**src/rtl/line_fill_unit_if.sv**
```systemverilog
// Memory-side bus of the line fill unit: one word transfer per mem_req & mem_ready.
// The fill unit is the master; the next memory level is the slave.
interface line_fill_unit_if #(
  parameter int ADDRESS_WIDTH = 32,
  parameter int DATA_WIDTH    = 32
);
  logic                     mem_req;
  logic                     mem_we;
  logic [ADDRESS_WIDTH-1:0] mem_addr;
  logic [DATA_WIDTH-1:0]    mem_wdata;
  logic                     mem_ready;
  logic [DATA_WIDTH-1:0]    mem_rdata;

  modport master (
    output mem_req, mem_we, mem_addr, mem_wdata,
    input  mem_ready, mem_rdata
  );

  modport slave (
    input  mem_req, mem_we, mem_addr, mem_wdata,
    output mem_ready, mem_rdata
  );
endinterface

```
**src/rtl/line_fill_unit.sv**
```systemverilog
// Line fill unit: services a cache miss by writing back a dirty victim line word
// by word, reading the missing line word by word, then pulsing allocate to the
// victim way together with the assembled line and its base address.
// All outputs are registered; they are computed from the next-state values.
module line_fill_unit #(
  parameter int NUM_WAYS      = 4,
  parameter int DATA_WIDTH    = 32,
  parameter int BLOCK_SIZE    = 32,
  parameter int ADDRESS_WIDTH = 32,
  localparam int W         = BLOCK_SIZE / (DATA_WIDTH / 8),
  localparam int OFF       = $clog2(W),
  localparam int TAG_WIDTH = ADDRESS_WIDTH - OFF,
  localparam int WAY_W     = $clog2(NUM_WAYS),
  localparam int LINE_W    = W * DATA_WIDTH
) (
  input  logic                     clk,
  input  logic                     reset_n,
  input  logic                     miss_req,
  input  logic [ADDRESS_WIDTH-1:0] miss_addr,
  input  logic [WAY_W-1:0]         victim_way,
  input  logic                     victim_dirty,
  input  logic [TAG_WIDTH-1:0]     victim_tag,
  input  logic [LINE_W-1:0]        victim_line,
  output logic                     miss_ack,
  output logic                     busy,
  line_fill_unit_if.master         mem,
  output logic [NUM_WAYS-1:0]      allocate,
  output logic [ADDRESS_WIDTH-1:0] line_address,
  output logic [LINE_W-1:0]        fetched_line
);

  typedef enum logic [1:0] {IDLE = 2'd0, WB = 2'd1, FILL = 2'd2, ALLOC = 2'd3} state_t;

  localparam logic [OFF-1:0]      CNT_LAST = OFF'(W - 1);
  localparam logic [OFF-1:0]      CNT_ONE  = OFF'(1'b1);
  localparam logic [NUM_WAYS-1:0] WAY_ONE  = NUM_WAYS'(1'b1);

  state_t                   state_r, state_s;
  logic [OFF-1:0]           cnt_r, cnt_s;
  logic [ADDRESS_WIDTH-1:0] base_r, base_s;
  logic [TAG_WIDTH-1:0]     tag_r, tag_s;
  logic [WAY_W-1:0]         way_r, way_s;
  logic [LINE_W-1:0]        victim_r, victim_s;
  logic                     accept_s, xfer_s, fill_xfer_s;

  logic                     mem_req_r, mem_req_s;
  logic                     mem_we_r, mem_we_s;
  logic [ADDRESS_WIDTH-1:0] mem_addr_r, mem_addr_s;
  logic [DATA_WIDTH-1:0]    mem_wdata_r, mem_wdata_s;
  logic [NUM_WAYS-1:0]      allocate_r, allocate_s;
  logic                     miss_ack_r, busy_r;
  logic [ADDRESS_WIDTH-1:0] line_address_r;
  logic [LINE_W-1:0]        fetched_line_r;

  // Word-offset bits of the miss address never matter: the line base is aligned.
  logic unused_offset_s;
  assign unused_offset_s = ^miss_addr[OFF-1:0];

  assign miss_ack      = miss_ack_r;
  assign busy          = busy_r;
  assign allocate      = allocate_r;
  assign line_address  = line_address_r;
  assign fetched_line  = fetched_line_r;
  assign mem.mem_req   = mem_req_r;
  assign mem.mem_we    = mem_we_r;
  assign mem.mem_addr  = mem_addr_r;
  assign mem.mem_wdata = mem_wdata_r;

  // Next state, word counter and captured miss context.
  always_comb begin
    state_s     = state_r;
    cnt_s       = cnt_r;
    accept_s    = 1'b0;
    xfer_s      = mem_req_r & mem.mem_ready;
    fill_xfer_s = 1'b0;
    case (state_r)
      IDLE: begin
        if (miss_req) begin
          accept_s = 1'b1;
          cnt_s    = {OFF{1'b0}};
          state_s  = victim_dirty ? WB : FILL;
        end else begin
          state_s = IDLE;
        end
      end
      WB: begin
        if (xfer_s) begin
          cnt_s   = cnt_r + CNT_ONE;
          state_s = (cnt_r == CNT_LAST) ? FILL : WB;
        end else begin
          state_s = WB;
        end
      end
      FILL: begin
        if (xfer_s) begin
          fill_xfer_s = 1'b1;
          cnt_s       = cnt_r + CNT_ONE;
          state_s     = (cnt_r == CNT_LAST) ? ALLOC : FILL;
        end else begin
          state_s = FILL;
        end
      end
      ALLOC: begin
        state_s = IDLE;
      end
      default: begin
        state_s = IDLE;
        cnt_s   = {OFF{1'b0}};
      end
    endcase

    if (accept_s) begin
      base_s   = {miss_addr[ADDRESS_WIDTH-1:OFF], {OFF{1'b0}}};
      tag_s    = victim_tag;
      way_s    = victim_way;
      victim_s = victim_line;
    end else begin
      base_s   = base_r;
      tag_s    = tag_r;
      way_s    = way_r;
      victim_s = victim_r;
    end
  end

  // Output values for the coming cycle, decoded from the next state.
  always_comb begin
    mem_req_s   = 1'b0;
    mem_we_s    = 1'b0;
    mem_addr_s  = {ADDRESS_WIDTH{1'b0}};
    mem_wdata_s = {DATA_WIDTH{1'b0}};
    allocate_s  = {NUM_WAYS{1'b0}};
    case (state_s)
      WB: begin
        mem_req_s   = 1'b1;
        mem_we_s    = 1'b1;
        mem_addr_s  = {tag_s, cnt_s};
        mem_wdata_s = victim_s[cnt_s * DATA_WIDTH +: DATA_WIDTH];
      end
      FILL: begin
        mem_req_s  = 1'b1;
        mem_addr_s = {base_s[ADDRESS_WIDTH-1:OFF], cnt_s};
      end
      ALLOC: begin
        allocate_s = WAY_ONE << way_s;
      end
      default: begin
        mem_req_s = 1'b0;
      end
    endcase
  end

  // State, context and output registers; reset abandons any transfer in flight.
  always_ff @(posedge clk or negedge reset_n) begin
    if (!reset_n) begin
      state_r        <= IDLE;
      cnt_r          <= {OFF{1'b0}};
      base_r         <= {ADDRESS_WIDTH{1'b0}};
      tag_r          <= {TAG_WIDTH{1'b0}};
      way_r          <= {WAY_W{1'b0}};
      victim_r       <= {LINE_W{1'b0}};
      mem_req_r      <= 1'b0;
      mem_we_r       <= 1'b0;
      mem_addr_r     <= {ADDRESS_WIDTH{1'b0}};
      mem_wdata_r    <= {DATA_WIDTH{1'b0}};
      allocate_r     <= {NUM_WAYS{1'b0}};
      miss_ack_r     <= 1'b0;
      busy_r         <= 1'b0;
      line_address_r <= {ADDRESS_WIDTH{1'b0}};
      fetched_line_r <= {LINE_W{1'b0}};
    end else begin
      state_r     <= state_s;
      cnt_r       <= cnt_s;
      base_r      <= base_s;
      tag_r       <= tag_s;
      way_r       <= way_s;
      victim_r    <= victim_s;
      mem_req_r   <= mem_req_s;
      mem_we_r    <= mem_we_s;
      mem_addr_r  <= mem_addr_s;
      mem_wdata_r <= mem_wdata_s;
      allocate_r  <= allocate_s;
      miss_ack_r  <= (state_s == ALLOC);
      busy_r      <= (state_s != IDLE);
      if (accept_s) begin
        line_address_r <= base_s;
      end
      if (fill_xfer_s) begin
        fetched_line_r[cnt_r * DATA_WIDTH +: DATA_WIDTH] <= mem.mem_rdata;
      end
    end
  end

endmodule

```
**src/flat_wrapper.sv**
```systemverilog
// flat-port wrapper written by rule: the top's interface ports become plain ports
module line_fill_unit_flat 
#(
  parameter int NUM_WAYS      = 4,
  parameter int DATA_WIDTH    = 32,
  parameter int BLOCK_SIZE    = 32,
  parameter int ADDRESS_WIDTH = 32,
  localparam int W         = BLOCK_SIZE / (DATA_WIDTH / 8),
  localparam int OFF       = $clog2(W),
  localparam int TAG_WIDTH = ADDRESS_WIDTH - OFF,
  localparam int WAY_W     = $clog2(NUM_WAYS),
  localparam int LINE_W    = W * DATA_WIDTH
)
  (clk, reset_n, miss_req, miss_addr, victim_way, victim_dirty, victim_tag, victim_line, miss_ack, busy, allocate, line_address, fetched_line, mem_mem_req, mem_mem_we, mem_mem_addr, mem_mem_wdata, mem_mem_ready, mem_mem_rdata);
  line_fill_unit_if #(.ADDRESS_WIDTH(ADDRESS_WIDTH), .DATA_WIDTH(DATA_WIDTH)) mem_i ();
  input  logic clk;
  input  logic reset_n;
  input  logic miss_req;
  input  logic [ADDRESS_WIDTH-1:0] miss_addr;
  input  logic [WAY_W-1:0] victim_way;
  input  logic victim_dirty;
  input  logic [TAG_WIDTH-1:0] victim_tag;
  input  logic [LINE_W-1:0] victim_line;
  output logic miss_ack;
  output logic busy;
  output logic [NUM_WAYS-1:0] allocate;
  output logic [ADDRESS_WIDTH-1:0] line_address;
  output logic [LINE_W-1:0] fetched_line;
  output wire logic [$bits(mem_i.mem_req)-1:0] mem_mem_req;
  output wire logic [$bits(mem_i.mem_we)-1:0] mem_mem_we;
  output wire logic [$bits(mem_i.mem_addr)-1:0] mem_mem_addr;
  output wire logic [$bits(mem_i.mem_wdata)-1:0] mem_mem_wdata;
  input wire logic [$bits(mem_i.mem_ready)-1:0] mem_mem_ready;
  input wire logic [$bits(mem_i.mem_rdata)-1:0] mem_mem_rdata;
  assign mem_mem_req = mem_i.mem_req;
  assign mem_mem_we = mem_i.mem_we;
  assign mem_mem_addr = mem_i.mem_addr;
  assign mem_mem_wdata = mem_i.mem_wdata;
  assign mem_i.mem_ready = mem_mem_ready;
  assign mem_i.mem_rdata = mem_mem_rdata;
  line_fill_unit #(.NUM_WAYS(NUM_WAYS), .DATA_WIDTH(DATA_WIDTH), .BLOCK_SIZE(BLOCK_SIZE), .ADDRESS_WIDTH(ADDRESS_WIDTH)) u_core (.clk(clk), .reset_n(reset_n), .miss_req(miss_req), .miss_addr(miss_addr), .victim_way(victim_way), .victim_dirty(victim_dirty), .victim_tag(victim_tag), .victim_line(victim_line), .miss_ack(miss_ack), .busy(busy), .mem(mem_i), .allocate(allocate), .line_address(line_address), .fetched_line(fetched_line));
endmodule
```
**config.mk**
```make
export PLATFORM = sky130hd
export DESIGN_NAME = line_fill_unit_flat
export DESIGN_NICKNAME = d
export VERILOG_FILES = /design/src/rtl/line_fill_unit_if.sv /design/src/rtl/line_fill_unit.sv /design/src/flat_wrapper.sv
export SDC_FILE = /design/constraint.sdc
export NUM_CORES = 1
export LEC_CHECK = 0
export CAP_MARGIN = 20
export CORE_ASPECT_RATIO = 1.1
export CORE_MARGIN = 4
export CORE_UTILIZATION = 25
export DETAILED_ROUTE_END_ITERATION = 7
export PLACE_DENSITY_LB_ADDON = 0.1
export SETUP_SLACK_MARGIN = 0.3
export SYNTH_ARGS = -nofsm -noshare
export SYNTH_HDL_FRONTEND = slang
export SYNTH_SLANG_ARGS = --single-unit
export TNS_END_PERCENT = 20
```
**constraint.sdc**
```tcl
create_clock -name clk -period 3.1 [get_ports clk]
set_clock_uncertainty 0.1 [all_clocks]
set_input_delay 0.775 -clock clk [delete_from_list [all_inputs] [get_ports clk]]
set_output_delay 0.775 -clock clk [all_outputs]
set_load 0.005 [all_outputs]
```
[Word-level counts from Yosys, hierarchy flattened]
Index checks and enable logic that the tools add are counted.
Operators by class
  shift operators: 4
  eq/ne operators: 7
  bitwise gates (word level): 1
  reductions and logical operators: 4
  add/sub/neg operators: 2
  mux-type cells: 24
Operators with widths (number)
  $bwmux 256: 1
  $mux 256: 1
  $shift 32x34->256 const A: 1
  $shiftx 256x9->32: 1
  $shiftx 32x34->256: 1
  $mux 32: 2
  $pmux 32 s2: 1
  $neg 8->34: 1
  $mux 29: 1
  $mux 2: 6
  $eq 2x2->1 const B: 4
  $pmux 2 s4: 1
  $mux 1: 7
  $mux 3: 2
  $pmux 3 s2: 1
  $eq 2x1->1 const B: 2
  $mux 4: 1
  $reduce_or 2->1: 2
  $shl 1x2->4 const A: 1
  $add 3x1->3 const B: 1
  $eq 3x3->1 const B: 1
  $logic_not 2->1: 1
  $reduce_bool 2->1: 1
  $and 1x1->1: 1
Storage, ports and cells
  word-level logic and storage cells: 57
  output and inout bits: 360
  flip-flop bits (word level): 684
  input port bits: 356

[Longest topological paths before layout]
Gate-level depths: netlist of the first run.
  depth in word-level cells: 7
  depth in mapped cells: 10
  depth with buffers taken out: 8

[Least setup slack after synthesis of the first run]
Ideal clock, no wire load.
  path type: register to register
  start point: register u_core.cnt_r[0]
  end point: register u_core.fetched_line_r[132], in the netlist u_core.fetched_line[132]
  library setup time: 0.125 ns
  arrival time: 2.235 ns
  path slack: 0.640 ns
  period minus slack after synthesis: 2.460 ns
  required time: 2.875 ns
  buffers on the path: 3
  cell stages (with the launch flop): 10
  cells stage by stage: dfrtp_1 > buf_2 > inv_1 > ha_1 > ha_1 > nor2b_1 > buf_1 > nand3_1 > buf_2 > mux2_2
On the way
  cells in the longest elaborated chain, start to end: 3
  elaborated cells between the ends (all ways): 4
  those cells by class: add/sub: 1; shift: 2; mux: 1
RTL lines
  from (decl): line line_fill_unit.sv:39  | logic [OFF-1:0] cnt_r, cnt_s;
  from (signal assigned): line line_fill_unit.sv:156  | cnt_r <= {OFF{1'b0}};
  from (signal assigned): line line_fill_unit.sv:172  | cnt_r <= cnt_s;
  $neg 8->34 *: line line_fill_unit.sv:188  | fetched_line_r[cnt_r * DATA_WIDTH +: DATA_WIDTH] <= mem.mem_rdata;
  $shiftx 32x34->256 / $shift 32x34->256 (equally long branches): line line_fill_unit.sv:188
  $bwmux 256 *: line line_fill_unit.sv:188
  to (signal assigned): line line_fill_unit.sv:169  | fetched_line_r <= {LINE_W{1'b0}};
  to (signal, indexed assignment): line line_fill_unit.sv:188
  to (decl): line line_fill_unit.sv:53  | logic [LINE_W-1:0] fetched_line_r;
Mark *: on every way between the ends. The rest lies on a longest branch, timed or not.
A chain may end at the register's enable or synchronous reset.

[Final worst setup path of the first run]
  start point: register u_core.state_r[1]
  end point: register u_core.mem_wdata_r[5], in the netlist u_core.mem.mem_wdata[5]
On the way
  cells in the longest elaborated chain, start to end: 5
  elaborated cells between the ends (all ways): 12
  those cells by class: eq/ne: 4; shift: 1; mux: 5; reduce/logical: 2
RTL lines
  from (decl): line line_fill_unit.sv:38  | state_t state_r, state_s;
  from (signal assigned): line line_fill_unit.sv:171  | state_r <= state_s;
  $eq 2x1->1, or another cell as far along: line line_fill_unit.sv:76  | case (state_r)
  $reduce_or 2->1 (no line) / $mux 1 (equally long branches)
  $pmux 3 s2 / $mux 256 (equally long branches): line line_fill_unit.sv:76, line_fill_unit.sv:112
  $shiftx 256x9->32: line line_fill_unit.sv:137  | mem_wdata_s = victim_s[cnt_s * DATA_WIDTH +: DATA_WIDTH];
  $mux 32 *: line line_fill_unit.sv:132  | case (state_s)
  named net u_core.mem_wdata_s[5]: line line_fill_unit.sv:49  | logic [DATA_WIDTH-1:0] mem_wdata_r, mem_wdata_s;
  to (signal assigned): line line_fill_unit.sv:164  | mem_wdata_r <= {DATA_WIDTH{1'b0}};
  to (signal assigned): line line_fill_unit.sv:180  | mem_wdata_r <= mem_wdata_s;
  to (decl): line line_fill_unit.sv:49
Mark *: on every way through the listed nets, which the timed path passes. The rest lies on a longest branch.

==> flow_summary.yaml, run 1 <==
die:
  start_util_pct: 25.2
  die_w_um: 324
  io-pin-count: 716
  num_rows: 127
  die_h_um: 356
  dieArea_um2: 115000
  core_um2: 109000
drt:
  wl_um: 98500
  drt-wirelength-per-cell_um: 22.5
  via_count: 19400
  antenna_left: 0
  first_pass_iters: 6
  detail_route.iter0.violations: 885
  via_per_inst: 4.42
  drc_errors: 0
critical_path:
  crit_buf_inv: 2
  crit_arrival_ps: 3130
  crit_family: "compound AO/OA/AOI/OAI gates"
  reg2regPathDepth: 8
  slowest_delay_ps: 460
  critPathLaunchType: "register"
  r2r_setup_slack_ps: 400
  rr_endpoint: "u_core.mem.mem_wdata[5]"
  crit_type: "reg2reg"
  endpoint_kind: "register"
  crit_slowest_cell: "dfrtp_1"
  crit_chain: "inv_1 -> ha_1 -> a21boi_1 -> or3_1 -> a22o_4 -> buf_12 -> mux2_4 -> o22ai_1"
  r2r_start: "u_core.state_r[1]"
  crit_fanout: 28
  cp.required_ps: 3530
sta:
  final-hold-violation-count: 0
  period_needed_ps: 2700
  max_slew.worst_pin.slew_ps: 691
  slew_headroom_pct: 53.9
  grt_setup_unrepaired: "true"
  finalSetupViolations: 0
  slew_viol_final: 0
  min_period_over_period_pct: 87.1
  max_freq_ghz: 0.371
  hold_slack_ps: 359
clock_tree:
  clkTransAtPathRegs_ps: 60
  insertion_delay_ps: 630
  cts_max_level: 3
  cts-root-buf: "clkbuf_16"
  cts_tree: "built"
  numCtsBuffers: 79
  clockBufferDepth: 3
  cts.sinks: 681
  cts_setup_buffers: 0
placed_design:
  numPortBuffers: 712
  post-dp-hpwl_um: 72400
  dp_cells: 4224
  place_congestion: 0.803
logic_synthesis:
  synthesis.area_um2: 27500
  yosysWarnings: 0
  synthCells: 2144
  synth_fp_nets: 2510
  netlist_top_cells_area: "dfrtp_1 (62%), mux2_2 (15%), mux2i_1 (4.8%)"
  synth-seq-cells: 681
  yosysTopAreaCellShare_pct: 62.0
  synth_cell_types: 39
  synth-seq-area-share_pct: 62.0
  synth_area_leader_cell: "dfrtp_1"
  avgSynthCellArea_um2: 12.8
worst_hold_path:
  min_from: "u_core.base_r[4]"
  hp-class: "reg2reg"
  whs_path_depth: 2
  holdPathEnd: "u_core.base_r[4]"
job:
  drv_cap: 0
layout:
  syn_to_final_growth_pct: 44.3
  drive_above_1_share_pct: 21.9
  utilization_pct: 36.4
  nFillCells: 10600
  seq_area_um2: 17000
  final_cell_mix: "clkdlybuf4s50_1 (711), dfrtp_1 (681), mux2_2 (369)"
  final_cells: 4385
  final_common_cell: "clkdlybuf4s50_1"
  fin_nets: 3253
  multi_input_area_um2: 9840
power_and_ir_drop:
  power.density_nw_per_um2: 909
  total_power_mw: 36.1
  ir_drop_mv: 0.358
  p_leak_nw: 17.5
grt:
  antenna_found_initial: 26
  grt_pass1_vias: 21400
  grt_first_pass_wirelength_um: 144000
  grtUsageTotal_pct: 16.8
  overflow: 0
  grt_max_degree: 109
run_status:
  outcome: "finished clean"
## layout make-up
cell class	count	share of cell area, %
clock inverter	26	0.778
inverter	40	0.378
multi-input combinational	1287	24.8
timing repair buffer	798	20.7
tap	1419	4.47
antenna	19	0.120
sequential	681	42.9
clock buffer	115	5.85
## stage by stage
stage	worst slack (ps)	TNS, ps	area [um2]
final	401	0	39700
after global routing	241	0	39700
after CTS	320	0	39600
after detailed placement	-180	-1970	37000
after global placement	-153	-1550	37000
after floorplan	640	0	27500
## synthesized netlist by cell type
cell type    n
a21boi_0     1
a21boi_1     1
a21o_1      29
a21oi_1     31
a22o_1       1
a22oi_1      1
a2bb2oi_1    1
and2_1       4
and3_1      30
and4b_1      1
buf_1        4
buf_2       54
buf_4        2
buf_6        5
clkbuf_1    71
dfrtp_1    681
ha_1        10
inv_1       40
mux2_1       1
mux2_2     369
mux2_4      31
mux2i_1    131
nand2_1    313
nand2b_1     2
nand3_1     46
nor2_1       4
nor2b_1      1
nor2b_4      1
nor3_1       4
nor3_2       1
nor3b_1      2
nor3b_2      1
o21ai_0    234
o21ai_1      1
o22ai_1     22
o22ai_2     10
o32ai_4      1
or2_2        1
or3_1        1
## sequential cells by signal (all words and copies together) (netlist names), 3 cells and up
| register | count |
|---|---|
| u_core.mem.mem_wdata | 32 |
| u_core.base_r | 29 |
| u_core.tag_r | 29 |
| u_core.cnt_r | 3 |
| u_core.mem.mem_addr | 32 |
| u_core.fetched_line | 256 |
| u_core.victim_r | 256 |
| u_core.line_address | 32 |
| u_core.allocate | 4 |
## worst max path at each step
stage / from / endpoint / slack (ps) / cells past startpoint
finish: u_core.state_r[1] / u_core.mem.mem_wdata[5] / 400 / 8
detailed placement: miss_req / u_core.mem.mem_wdata[12] / -180 / 9
global route: u_core.state_r[0] / u_core.mem.mem_wdata[5] / 240 / 8
CTS: u_core.state_r[0] / u_core.mem.mem_wdata[12] / 320 / 9
floorplan: u_core.cnt_r[0] / u_core.fetched_line[132] / 640 / 9
global placement: miss_req / u_core.mem.mem_wdata[12] / -150 / 9
## cells by family after synthesis
logic type / synth area share, %
mux: 21.6
flops: 62.0
simple gates: 6.35
fa+ha+maj: 0.455
buf+inv: 2.81
compound gates: 6.83
## worst register-to-register path, stage by stage (launching register included)
cell	delay, ps
dfrtp_1	460
inv_1	100
ha_1	290
a21boi_1	170
or3_1	410
a22o_4	350
buf_12	220
mux2_4	370
o22ai_1	160
## timing repair
| item | CTS | global route |
|---|---|---|
| hold endpoints to repair | 15 | 0 |
| resized for setup | 0 | 4 |
| setup endpoints to repair | 0 | 97 |
| hold buffers | 1 | 0 |
## layer usage
layer	wire, um	GRT usage, %	vias up
li1	-	-	8948
met1	41600	20.8	9674
met2	46900	27.8	597
met3	7400	5.21	139
met4	2440	5.30	18
met5	116	0	-
## where the power goes
group / internal, mW / leakage, nW / total [mW] / switching, mW
registers: 11.8 / 8.69 / 12.8 / 0.958
logic: 7.41 / 7.45 / 13.8 / 6.37
clock network: 5.70 / 1.31 / 9.51 / 3.82
total: 24.9 / 17.5 / 36.1 / 11.2
(Power assumes the default switching activity.)
==> inputs of run 2 (changes only) <==
- GPL_TIMING_DRIVEN: default -> 0
==> flow_summary.yaml, run 2 (same netlist as run 1, synthesis figures left out) <==
drt:
  drt-wirelength-per-cell_um: 24.6
  first_pass_iters: 5
  via_per_inst: 4.48
  antenna_left: 0
  via_count: 20000
  detail_route.iter0.violations: 1007
  wl_um: 110000
  drc_errors: 0
die:
  dieArea_um2: 115000
  core_um2: 109000
  io-pin-count: 716
  num_rows: 127
  die_w_um: 324
  start_util_pct: 25.2
  die_h_um: 356
placed_design:
  place_congestion: 0.804
  post-dp-hpwl_um: 85700
  numPortBuffers: 712
  dp_cells: 4281
  place_ws_ps: -982
  dpl_cell_area_um2: 36600
sta:
  min_period_over_period_pct: 89.8
  grt_setup_unrepaired: "true"
  period_needed_ps: 2780
  slew_headroom_pct: 47.8
  hold_slack_ps: 362
  setup_ws_ps: 316
  final-hold-violation-count: 0
  finalSetupViolations: 0
  max_freq_ghz: 0.359
  max_slew.worst_pin.slew_ps: 783
  fin_setup_tns_ps: 0
  slew_viol_final: 0
layout:
  final_cell_mix: "clkdlybuf4s50_1 (710), dfrtp_1 (681), mux2_2 (369)"
  final_common_cell: "clkdlybuf4s50_1"
  final_cells: 4464
  fin_nets: 3329
  seq_area_um2: 17000
  nFillCells: 10700
  syn_to_final_growth_pct: 45.4
  drive_above_1_share_pct: 23.5
  fin_area_um2: 40000
  multi_input_area_um2: 9930
grt:
  overflow: 0
  grt_max_degree: 114
  antenna_found_initial: 48
  grt_pass1_vias: 22000
  grt_first_pass_wirelength_um: 156000
  grtUsageTotal_pct: 18.6
critical_path:
  cp.required_ps: 3520
  startpoint: "u_core.cnt_r[0]"
  crit_fanout: 10
  critPathLaunchType: "register"
  crit_arrival_ps: 3200
  endpoint_kind: "register"
  r2r_start: "u_core.cnt_r[0]"
  crit_type: "reg2reg"
clock_tree:
  clkTransAtPathRegs_ps: 60
  numCtsBuffers: 81
  insertion_delay_ps: 650
  cts-root-buf: "clkbuf_16"
  cts.sinks: 681
  cts_tree: "built"
  cts_max_level: 3
  clockBufferDepth: 3
worst_hold_path:
  min_from: "u_core.base_r[8]"
  hp-class: "reg2reg"
power_and_ir_drop:
  power.density_nw_per_um2: 925
  ir_drop_mv: 0.430
  p_leak_nw: 17.6
run_status:
  outcome: "finished clean"
job:
  drv_cap: 0
[run 2: power breakdown]
group,internal (mW),switching [mW]
Sequential,11.8,0.933
Combinational,7.54,7.14
Clock,5.64,3.95
Total,25.0,12.0
[run 2: worst paths after layout]
check / depth (start not counted) / endpoint / slack [ps]
min: 2 / u_core.base_r[8] / 360
min in group asynchronous: 2 / u_core.fetched_line[102] / 610
max reg2reg: 8 / u_core.fetched_line[137] / 320
max in group asynchronous: 4 / u_core.victim_r[95] / 740
max: 8 / u_core.fetched_line[137] / 320
min reg2reg: 2 / u_core.base_r[8] / 360
[run 2: worst max-delay path: stages, from the launching register on]
cell        delay, ps
dfrtp_1           370
buf_4             250
clkinvlp_4        190
ha_1              360
clkbuf_2          260
nor3_4            330
nand3_4           230
buf_8             270
mux2_2            280
[run 2: area by class of cell]
type / count / area share, %
sequential: 681 / 42.6
clock buffer: 116 / 5.70
inverter: 40 / 0.385
antenna: 20 / 0.125
clock inverter: 29 / 0.895
tap: 1419 / 4.44
buffer: 135 / 2.31
multi-input combinational: 1287 / 24.8
timing repair buffer: 737 / 18.7
[run 2: timing repair]
| item | CTS | global route |
|---|---|---|
| hold buffers | 1 | 0 |
| resized for setup | 98 | 125 |
| endpoints found under the setup margin | 425 | 339 |
| pin swaps | 2 | 2 |
| hold endpoints to repair | 43 | 0 |
| setup buffers | 7 | 11 |
[run 2: routing by layer]
layer / up-vias / routed length (um) / track usage [%] / part of all wire, %
met5: - / 219 / 0 / 0.20
met4: 36 / 1640 / 4.04 / 1.5
met3: 129 / 9290 / 6.49 / 8.5
met2: 595 / 56300 / 33.5 / 51
met1: 10200 / 42300 / 21.1 / 39
li1: 9098 / - / - / -
[run 2: metrics by stage]
| step | power (mW) | utilization, % |
|---|---|---|
| after floorplan | 21.0 | - |
| after global placement | 27.0 | 33.4 |
| after detailed placement | 27.1 | 33.5 |
| after global routing | 39.2 | 36.6 |
| after CTS | 37.3 | 36.3 |
| final | 37.0 | 36.6 |
==> inputs of run 3 (changes only) <==
- CORE_MARGIN: 4 -> 5
==> flow_summary.yaml, run 3 (same netlist as run 1, synthesis figures left out) <==
layout:
  seq_area_um2: 17000
  nFillCells: 10600
  syn_to_final_growth_pct: 45.7
  drive_above_1_share_pct: 23.7
  final_cell_mix: "clkdlybuf4s50_1 (710), dfrtp_1 (680), mux2_2 (369)"
  multi_input_area_um2: 9920
  fin_area_um2: 40100
  final_common_cell: "clkdlybuf4s50_1"
  fin_nets: 3329
  utilization_pct: 36.7
sta:
  max_slew.worst_pin.slew_ps: 697
  finalSetupViolations: 0
  period_needed_ps: 2740
  slew_viol_final: 0
  max_freq_ghz: 0.365
  grt_setup_unrepaired: "true"
  slew_headroom_pct: 53.5
  min_period_over_period_pct: 88.5
  setup_ws_ps: 357
  final-hold-violation-count: 0
clock_tree:
  cts_tree: "built"
  cts_max_level: 3
  cts.sinks: 681
  clkTransAtPathRegs_ps: 60
  insertion_delay_ps: 640
  cts-root-buf: "clkbuf_16"
  numCtsBuffers: 81
  clockBufferDepth: 3
grt:
  grtUsageTotal_pct: 18.8
  grt_first_pass_wirelength_um: 160000
  grt_pass1_vias: 22300
  antenna_found_initial: 63
  overflow: 0
  grt_max_degree: 115
die:
  dieArea_um2: 117000
  die_h_um: 358
  core_um2: 109000
  io-pin-count: 716
  num_rows: 127
  die_w_um: 326
  start_util_pct: 25.2
power_and_ir_drop:
  total_power_mw: 37.3
  p_switching_mw: 12.0
  ir_drop_mv: 0.461
  pwr-share-clk_pct: 26.6
  p_comb_share_pct: 39.2
  switching_share_pct: 32.2
  internal_power_mw: 25.3
  p_leak_nw: 17.6
  p_seq_share_pct: 34.2
  power.density_nw_per_um2: 932
placed_design:
  post-dp-hpwl_um: 87300
  place_ws_ps: -1080
  dpl_cell_area_um2: 36600
  numPortBuffers: 712
  place_congestion: 0.805
drt:
  drt-wirelength-per-cell_um: 25.0
  drc_errors: 0
  first_pass_iters: 5
  antenna_left: 0
  via_count: 20200
  wl_um: 112000
  via_per_inst: 4.51
  detail_route.iter0.violations: 1088
critical_path:
  crit_type: "reg2reg"
  crit_arrival_ps: 3140
  cp.required_ps: 3500
  critPathLaunchType: "register"
  crit_fanout: 10
  endpoint_kind: "register"
run_status:
  outcome: "finished clean"
worst_hold_path:
  hp-class: "reg2reg"
job:
  drv_cap: 0
-- run 3: worst max-delay path, stage by stage (launching register included) --
cell,delay (ps)
dfrtp_1,370
buf_4,250
clkinvlp_4,170
ha_1,240
ha_2,360
nor2b_1,120
buf_2,200
nand3_2,260
clkbuf_4,340
nand2_1,90
o21ai_0,90
-- run 3: cell type report --
| class | instances | area share (%) |
|---|---|---|
| Antenna cell | 29 | 0.181 |
| Buffer | 135 | 2.18 |
| Clock buffer | 122 | 6.12 |
| Clock inverter | 21 | 0.755 |
| Inverter | 40 | 0.384 |
| Multi-Input combinational cell | 1287 | 24.8 |
| Sequential cell | 681 | 42.5 |
| Tap cell | 1419 | 4.43 |
| Timing Repair Buffer | 737 | 18.7 |
-- run 3: per-stage QoR --
step                      TNS [ps]  hold WS (ps)  cells
after floorplan                  0           331   2144
after global placement           -           350   4275
after detailed placement   -233820           351   4282
after CTS                        0           365   4436
after global routing             0           380   4452
final                            0           363   4471
-- run 3: what timing repair did --
action                     in CTS  in global routing
gates resized for setup       128                 80
pin swaps                       3                  2
hold buffers                    2                  0
hold endpoints to repair       53                  0
buffers inserted               10                  6
setup endpoints to repair     434                313
-- run 3: worst paths after layout --
check,startpoint,to,slack (ps),cells past startpoint
setup / recovery,u_core.cnt_r[0],u_core.fetched_line[78],360,10
hold / removal,u_core.base_r[6],u_core.base_r[6],360,2
setup reg to reg,u_core.cnt_r[0],u_core.fetched_line[78],360,10
hold reg to reg,u_core.base_r[6],u_core.base_r[6],360,2
max in group asynchronous,reset_n,u_core.victim_r[105],600,5
min in group asynchronous,reset_n,u_core.fetched_line[103],630,3
-- run 3: layer usage --
layer / vias up / part of all wire (%) / GRT usage (%)
li1: 9086 / - / -
met1: 10200 / 38 / 21.1
met4: 44 / 2.2 / 5.40
met2: 634 / 50 / 33.1
met3: 168 / 9.2 / 7.60
met5: - / 0.26 / 0
-- run 3: power by group through the flow --
stage,clock (mW),combinational [mW],sequential (mW)
after floorplan,0,8.32,12.7
final,9.94,14.6,12.8
after global placement,0,14.0,13.1
after CTS,10.3,14.8,12.8
after global routing,10.6,15.8,13.1
after detailed placement,0,14.2,12.9
